==> src/rtl/wishbone_pkg.sv <==
// wishbone_pkg: shared state encoding and constants for the Wishbone master bridge
package wishbone_pkg;
  typedef enum logic [1:0] {IDLE = 2'd0, BUS = 2'd1, RELEASE = 2'd2} state_t;
  localparam int DEF_TIMEOUT = 255;
  localparam logic [63:0] WB_ERR_DATA = '1;
endpackage

==> src/rtl/wb_timeout_counter.sv <==
// wb_timeout_counter: saturating wait timer, expired on the edge that would complete TIMEOUT cycles
module wb_timeout_counter
  import wishbone_pkg::*;
#(
  parameter int TIMEOUT = DEF_TIMEOUT
) (
  input  logic clk_i,
  input  logic rst_i,
  input  logic clr,
  input  logic en,
  output logic expired
);
  localparam int W = $clog2(TIMEOUT + 1);
  logic [W-1:0] count;
  always_ff @(posedge clk_i or negedge rst_i)
    if (!rst_i) count <= '0;
    else if (clr) count <= '0;
    else if (en && count != W'(TIMEOUT)) count <= count + W'(1);
  assign expired = count == W'(TIMEOUT - 1);
endmodule

==> src/rtl/wishbone_master_bridge.sv <==
// wishbone_master_bridge: valid/ready request port to single Wishbone classic cycle with held-ack release and timeout
module wishbone_master_bridge
  import wishbone_pkg::*;
#(
  parameter int ADDR_W  = 32,
  parameter int DATA_W  = 32,
  parameter int TIMEOUT = DEF_TIMEOUT
) (
  input  logic              clk_i,
  input  logic              rst_i,
  input  logic              req_valid_i,
  output logic              req_ready_o,
  input  logic              req_we_i,
  input  logic [ADDR_W-1:0] req_addr_i,
  input  logic [DATA_W-1:0] req_data_i,
  output logic              rsp_valid_o,
  output logic [DATA_W-1:0] rsp_data_o,
  output logic              rsp_err_o,
  output logic [ADDR_W-1:0] addr_o,
  output logic              we_o,
  output logic [DATA_W-1:0] data_o,
  output logic              cyc_o,
  output logic              stb_o,
  input  logic [DATA_W-1:0] data_i,
  input  logic              ack_i
);
  state_t state_q, state_d;
  logic [ADDR_W-1:0] addr_d;
  logic [DATA_W-1:0] data_d, rsp_data_d;
  logic we_d, cyc_d, rsp_valid_d, rsp_err_d, err_q, err_d, expired;
  assign req_ready_o = state_q == IDLE;
  assign stb_o = cyc_o;
  // timer restarts on every state change so BUS and RELEASE each get a full budget
  wb_timeout_counter #(.TIMEOUT(TIMEOUT)) u_timer (
    .clk_i(clk_i),
    .rst_i(rst_i),
    .clr(state_q == IDLE || state_d != state_q),
    .en(state_q != IDLE),
    .expired(expired)
  );
  always_comb begin
    state_d = state_q;
    addr_d = addr_o;
    we_d = we_o;
    data_d = data_o;
    cyc_d = cyc_o;
    rsp_valid_d = 1'b0;
    rsp_data_d = rsp_data_o;
    rsp_err_d = rsp_err_o;
    err_d = err_q;
    case (state_q)
      IDLE: if (req_valid_i) begin
        state_d = BUS;
        addr_d = req_addr_i;
        we_d = req_we_i;
        data_d = req_data_i;
        cyc_d = 1'b1;
        err_d = 1'b0;
      end
      BUS: if (ack_i || expired) begin
        state_d = RELEASE;
        cyc_d = 1'b0;
        rsp_data_d = ack_i ? (we_o ? '0 : data_i) : WB_ERR_DATA[DATA_W-1:0];
        err_d = !ack_i;
      end
      RELEASE: if (!ack_i || expired) begin
        state_d = IDLE;
        rsp_valid_d = 1'b1;
        rsp_err_d = err_q | ack_i;
      end
      default: begin
        state_d = IDLE;
        addr_d = '0;
        we_d = 1'b0;
        data_d = '0;
        cyc_d = 1'b0;
        rsp_data_d = '0;
        rsp_err_d = 1'b0;
        err_d = 1'b0;
      end
    endcase
  end
  always_ff @(posedge clk_i or negedge rst_i)
    if (!rst_i) begin
      state_q <= IDLE;
      addr_o <= '0;
      we_o <= 1'b0;
      data_o <= '0;
      cyc_o <= 1'b0;
      rsp_valid_o <= 1'b0;
      rsp_data_o <= '0;
      rsp_err_o <= 1'b0;
      err_q <= 1'b0;
    end else begin
      state_q <= state_d;
      addr_o <= addr_d;
      we_o <= we_d;
      data_o <= data_d;
      cyc_o <= cyc_d;
      rsp_valid_o <= rsp_valid_d;
      rsp_data_o <= rsp_data_d;
      rsp_err_o <= rsp_err_d;
      err_q <= err_d;
    end
endmodule
==> config.mk <==
export PLATFORM = sky130hd
export DESIGN_NAME = wishbone_master_bridge
export DESIGN_NICKNAME = d
export VERILOG_FILES = /design/src/rtl/wishbone_pkg.sv /design/src/rtl/wb_timeout_counter.sv /design/src/rtl/wishbone_master_bridge.sv
export SDC_FILE = /design/constraint.sdc
export NUM_CORES = 1
export LEC_CHECK = 0
export CAP_MARGIN = 20
export CORE_UTILIZATION = 40
export CTS_BUF_LIST = sky130_fd_sc_hd__clkbuf_8
export CTS_CLUSTER_SIZE = 12
export DETAILED_ROUTE_END_ITERATION = 8
export HOLD_SLACK_MARGIN = 0.03
export PLACE_DENSITY_LB_ADDON = 0.08
export SETUP_SLACK_MARGIN = 0.1
export SKIP_CTS_REPAIR_TIMING = 1
export SYNTH_ARGS = -nofsm -noshare
export SYNTH_HDL_FRONTEND = slang
export SYNTH_SLANG_ARGS = --single-unit
==> constraint.sdc <==
create_clock -name clk_i -period 4.65 [get_ports clk_i]
set_clock_uncertainty 0.15 [all_clocks]
set_input_delay 0.93 -clock clk_i [delete_from_list [all_inputs] [get_ports clk_i]]
set_output_delay 0.93 -clock clk_i [all_outputs]
set_load 0.05 [all_outputs]
======== After elaboration in Yosys (flattened, before gate mapping) ========
Cells that the tools add are included.
storage, ports and cells
  bits in registers ....................... 111
  input bits .............................. 101
  output and inout port bits .............. 102
  logic and storage cells ................. 65
operators by class
  $add $sub $neg .......................... 1
  equality and inequality tests ........... 8
  mux-type cells .......................... 26
  bitwise logic cells ..................... 5
  reductions and logical operators ........ 15
operators by type and width
  operator               count
  $pmux W32 S2           3
  $mux W32               5
  $mux W8                2
  $add A8 B1 Y8 const B  1
  $eq A8 B8 Y1 const B   1
  $mux W1                8
  $ne A8 B8 Y1 const B   1
  $mux W2                3
  $ne A2 B2 Y1 const B   3
  $pmux W1 S3            2
  $pmux W2 S3            1
  $reduce_and A2 Y1      3
  $reduce_or A2 Y1       3
  $not A1 Y1             4
  $pmux W1 S2            2
  $reduce_bool A2 Y1     2
  $logic_or A1 B1 Y1     3
  $reduce_and A3 Y1      1
  $eq A2 B1 Y1 const B   1
  $eq A2 B2 Y1 const B   1
  $logic_not A2 Y1       1
  $ne A2 B2 Y1           1
  $logic_and A1 B1 Y1    1
  $logic_not A1 Y1       1
  $or A1 B1 Y1           1

======== Depth between registers and ports, before layout ========
  depth in word-level cells ............... 7
  depth in mapped cells ................... 9
  mapped depth without buffers ............ 6

======== Modules after synthesis ========
From an unflattened synthesis, not the netlist that was laid out.
unflattened totals
  cells, all modules ...................... 389
  area total of the unflattened synthesis .. 5003.5 µm²
by module, submodules not included
  module                  instances  cells each  area an instance (µm²)  sequential area each (µm²)
  wishbone_master_bridge  1          336         4508.1                  2577.5
  wb_timeout_counter      1          53          495.5                   200.2

======== Worst setup path after synthesis ========
OpenSTA, ideal clock, no wires.
  path kind ............................... register to register
  from .................................... reg state_q[0]
  to ...................................... reg addr_o[0]
  setup time .............................. 67 ps
  arrival ................................. 2045 ps
  required time ........................... 4433 ps
  slack ................................... 2387 ps
  cell stages (with the launch flop) ...... 8
  path buffers ............................ 2
  period minus slack after synthesis ...... 2263 ps
  cells stage by stage .................... dfrtp_1 > inv_1 > ha_1 > nand2b_1 > nand2b_1 > clkbuf_1 > buf_1 > a22o_1
on the way
  elaborated cells between the ends (all ways) .. 8
  classes of those cells .................. eq/ne: 3; mux: 1; bitwise: 1; reduce/logical: 3
RTL lines
  element                             line                          RTL
  start, declared                     wishbone_master_bridge.sv:27  state_t state_q, state_d;
  start signal, assigned              wishbone_master_bridge.sv:95  state_q <= state_d;
  $logic_not A2 Y1 *                  --
  net req_ready_o                     wishbone_master_bridge.sv:12  output logic req_ready_o,
  $ne A2 B2 Y1 (no source line)       --
  $reduce_and A2 Y1 (no source line)  --
  end signal, assigned                wishbone_master_bridge.sv:96  addr_o <= addr_d;
  end, declared                       wishbone_master_bridge.sv:19  output logic [ADDR_W-1:0] addr_o,
The timed path passes the listed nets; every way through them passes the cells marked *.
A chain may end at the register's enable or synchronous reset.

======== Final worst setup path ========
  from .................................... reg state_q[0]
  to ...................................... out req_ready_o
on the way
  word-level cells in the longest chain between the ends .. 1
RTL lines
  element           line                          RTL
  $logic_not A2 Y1  wishbone_master_bridge.sv:31  assign req_ready_o = state_q == IDLE;
  end, declared     wishbone_master_bridge.sv:12
No other way between the ends.

==> impl_metrics.py <==
metrics = {
    "status": {
        "status": "finished clean",
    },
    "yosys": {
        "synth.area.top_cells": "dfrtp_1 56%, a22o_1 11%, mux2_4 8.8%, a21boi_0 5.1%, nand2b_1 4.7%",
        "ys_seq_area_share_pct": 55.96,
        "synth_edf_count": 0,
        "synthArstFlopShare_pct": 100.0,
        "yosysUniqueCellTypes": 43,
        "yosys.area.top_type": "dfrtp_1",
        "ys_ff_latch": 111,
        "syn_area_per_cell_um2": 12.93,
        "yosys-top-cells-count": "111 x dfrtp_1, 65 x a22o_1, 37 x nand2b_1",
        "synth_top_area_share_pct": 55.96,
        "yosysMostFrequentCell": "dfrtp_1",
        "synthesis.nets": 491,
        "syn_area_mm2": 0.004964,
        "yosys_most_used_dff": "dfrtp_1",
        "netlist_instances": 384,
        "ys_warn_count": 0,
    },
    "sta": {
        "fmax_ghz": 0.3134,
        "finalWorstSetupSlack_ns": 1.459,
        "setup_tns_ns": 0,
        "worst_hold_slack_ns": 0.3609,
        "fin_crit_ns": 3.191,
        "worst_pin_slew_ns": 1.034,
        "slew_viol_final": 0,
        "fin_crit_sh_pct": 68.62,
        "finalSetupViolations": 0,
        "hold_viol_final": 0,
        "rsz0062_at_grt": "false",
        "relSlewSlack_pct": 31.06,
    },
    "global_route": {
        "gr-total-overflow": 0,
        "grt_pass1_vias": 3872,
        "grt_usage_pct": 19.97,
        "grt_max_degree": 53,
        "grt_antenna_before_repair": 0,
        "grt_pass1_wl_um": 19950,
    },
    "run": {
        "drv_cap": 0,
    },
    "drt": {
        "antenna_left": 0,
        "wl_um": 12470,
        "dr.max_layer_used": "met4",
        "firstDrtPassIters": 4,
        "wire_per_inst_um": 16.74,
        "wl_met2_um": 5580,
        "viasPerCell": 5.035,
        "wl_met1_um": 5480,
        "vias": 3751,
        "drc": 0,
        "wl_met3_um": 1259,
        "drt-initial-drc-count": 159,
    },
    "placement": {
        "place_area_mm2": 0.007066,
        "dpl.cell_count": 729,
        "place_hpwl_um": 8556,
        "gp_congestion": 0.7501,
        "dpl_worst_slack_ns": 1.377,
        "port_buffers": 202,
    },
    "critical_path": {
        "cpMaxStageDelayCell": "clkdlybuf4s50_1",
        "crit_path_end_kind": "output port",
        "cp_cell_sequence": "inv_1 -> ha_1 -> clkdlybuf4s50_1",
        "critPathBufInv": 2,
        "cp_max_fo": 7,
        "cpPeakStageDelay_ns": 0.85,
        "cp_data_arrival_time_ns": 2.11,
        "cp-start-kind": "flop",
        "crit_required_ns": 3.57,
        "criticalPathCategory": "reg -> out",
        "crit_family": "buffers and inverters",
    },
    "floorplanning": {
        "dieWidth_um": 113.4,
        "die-area_mm2": 0.01286,
        "start_util_pct": 41.15,
        "die_y_um": 113.4,
        "ios": 203,
        "fp.coreArea_mm2": 0.01206,
        "rows": 40,
    },
    "power": {
        "ir_worst_vdd_uv": 498.9,
        "total_power_mw": 6.444,
        "power_density_mw_per_mm2": 884.3,
        "leakage_nw": 3.233,
    },
    "clocking": {
        "cts_tree": "built",
        "cts_made_buffers": 9,
        "cts_buffer_depth": 2,
        "cts_sinks": 111,
        "insertion_delay_ns": 0.37,
        "htree_levels": 3,
        "path_clk_slew_ns": 0.11,
        "cts_root_buf": "clkbuf_8",
    },
    "layout": {
        "area.growth.synth_to_final_pct": 46.81,
        "antennaDiodeCount": 0,
        "design_area_mm2": 0.007287,
        "fin_util_pct": 60.41,
        "fin_nets": 679,
        "nFillCells": 1012,
        "stdcell_count": 745,
        "drive_above_1_share_pct": 10.40,
    },
    "hold_path": {
        "hold_class": "reg -> reg",
    },
}
-- cell usage in the layout (no fill, tap or decap), types with 3 or more instances in the layout --
| cell type | count |
|---|---|
| o21ai_0 | 3 |
| nand3_1 | 3 |
| nor3_1 | 5 |
| nand2b_1 | 36 |
| clkbuf_8 | 9 |
| nand2_1 | 8 |
| ha_1 | 6 |
| inv_1 | 5 |
| mux2_2 | 3 |
| nor2_1 | 6 |
| a21boi_0 | 34 |
| dfrtp_1 | 111 |
| a22o_1 | 65 |
| clkdlybuf4s50_1 | 201 |
| buf_4 | 8 |
| a211oi_1 | 3 |
| a21oi_1 | 6 |
| mux2_4 | 29 |
-- routing by layer --
metal  vias up  global-route usage (%)
li1       1767                       -
met1      1828                   25.66
met2       146                   30.88
met3        10                   7.811
met4         0                   6.842
met5         -                       0
-- logic make-up after synthesis --
family          count (synthesis)  share of synthesized area, %
compound gates                123                         19.81
xor+xnor                        3                        0.5295
fa+ha+maj                       6                         1.512
buf+inv                        36                         4.159
flops                         111                         55.96
mux                            34                         9.856
simple gates                   71                         8.168
-- area by class of cell --
cell class              instances  area [um2]  area share [%]
flip-flops and latches        111        2778           38.12
inverters                       4       15.01          0.2060
well taps                     168       210.2           2.885
multi-input cells             237        1991           27.32
clock buffers                   9       123.9           1.700
clock inverters                 7       97.59           1.339
repair buffers                209        2072           28.43
-- worst register-to-register path: stages, from the launching register on --
cell	delay (ns)
dfrtp_1	0.48
inv_1	0.11
ha_1	0.14
buf_4	0.31
nand2b_2	0.15
a21oi_2	0.15
or3_2	0.82
mux2_2	0.43
-- power breakdown --
part / total, mW / switching [mW] / internal (mW)
Combinational: 4.13 / 2.51 / 1.62
Clock: 0.640 / 0.333 / 0.307
Sequential: 1.68 / 0.270 / 1.41
-- path summary, 6_finish.rpt --
path	slack, ns	from	depth (start not counted)	endpoint
min in group asynchronous	0.41	rst_i	1	rsp_data_o[22]
max	1.46	state_q[0]	3	req_ready_o
min	0.36	addr_o[18]	1	addr_o[18]
max in group asynchronous	3.01	rst_i	2	addr_o[20]
min reg2reg	0.36	addr_o[18]	1	addr_o[18]
max reg2reg	1.81	state_q[1]	7	rsp_data_o[0]
-- registers in the layout (all words and copies together) (netlist names) --
signal,flops
rsp_data_o,32
state_q,2
addr_o,32
err_q,1
cyc_o,1
data_o,32
rsp_valid_o,1
rsp_err_o,1
u_timer.count,8
we_o,1
No activity file was read; power rests on OpenSTA's default activity.
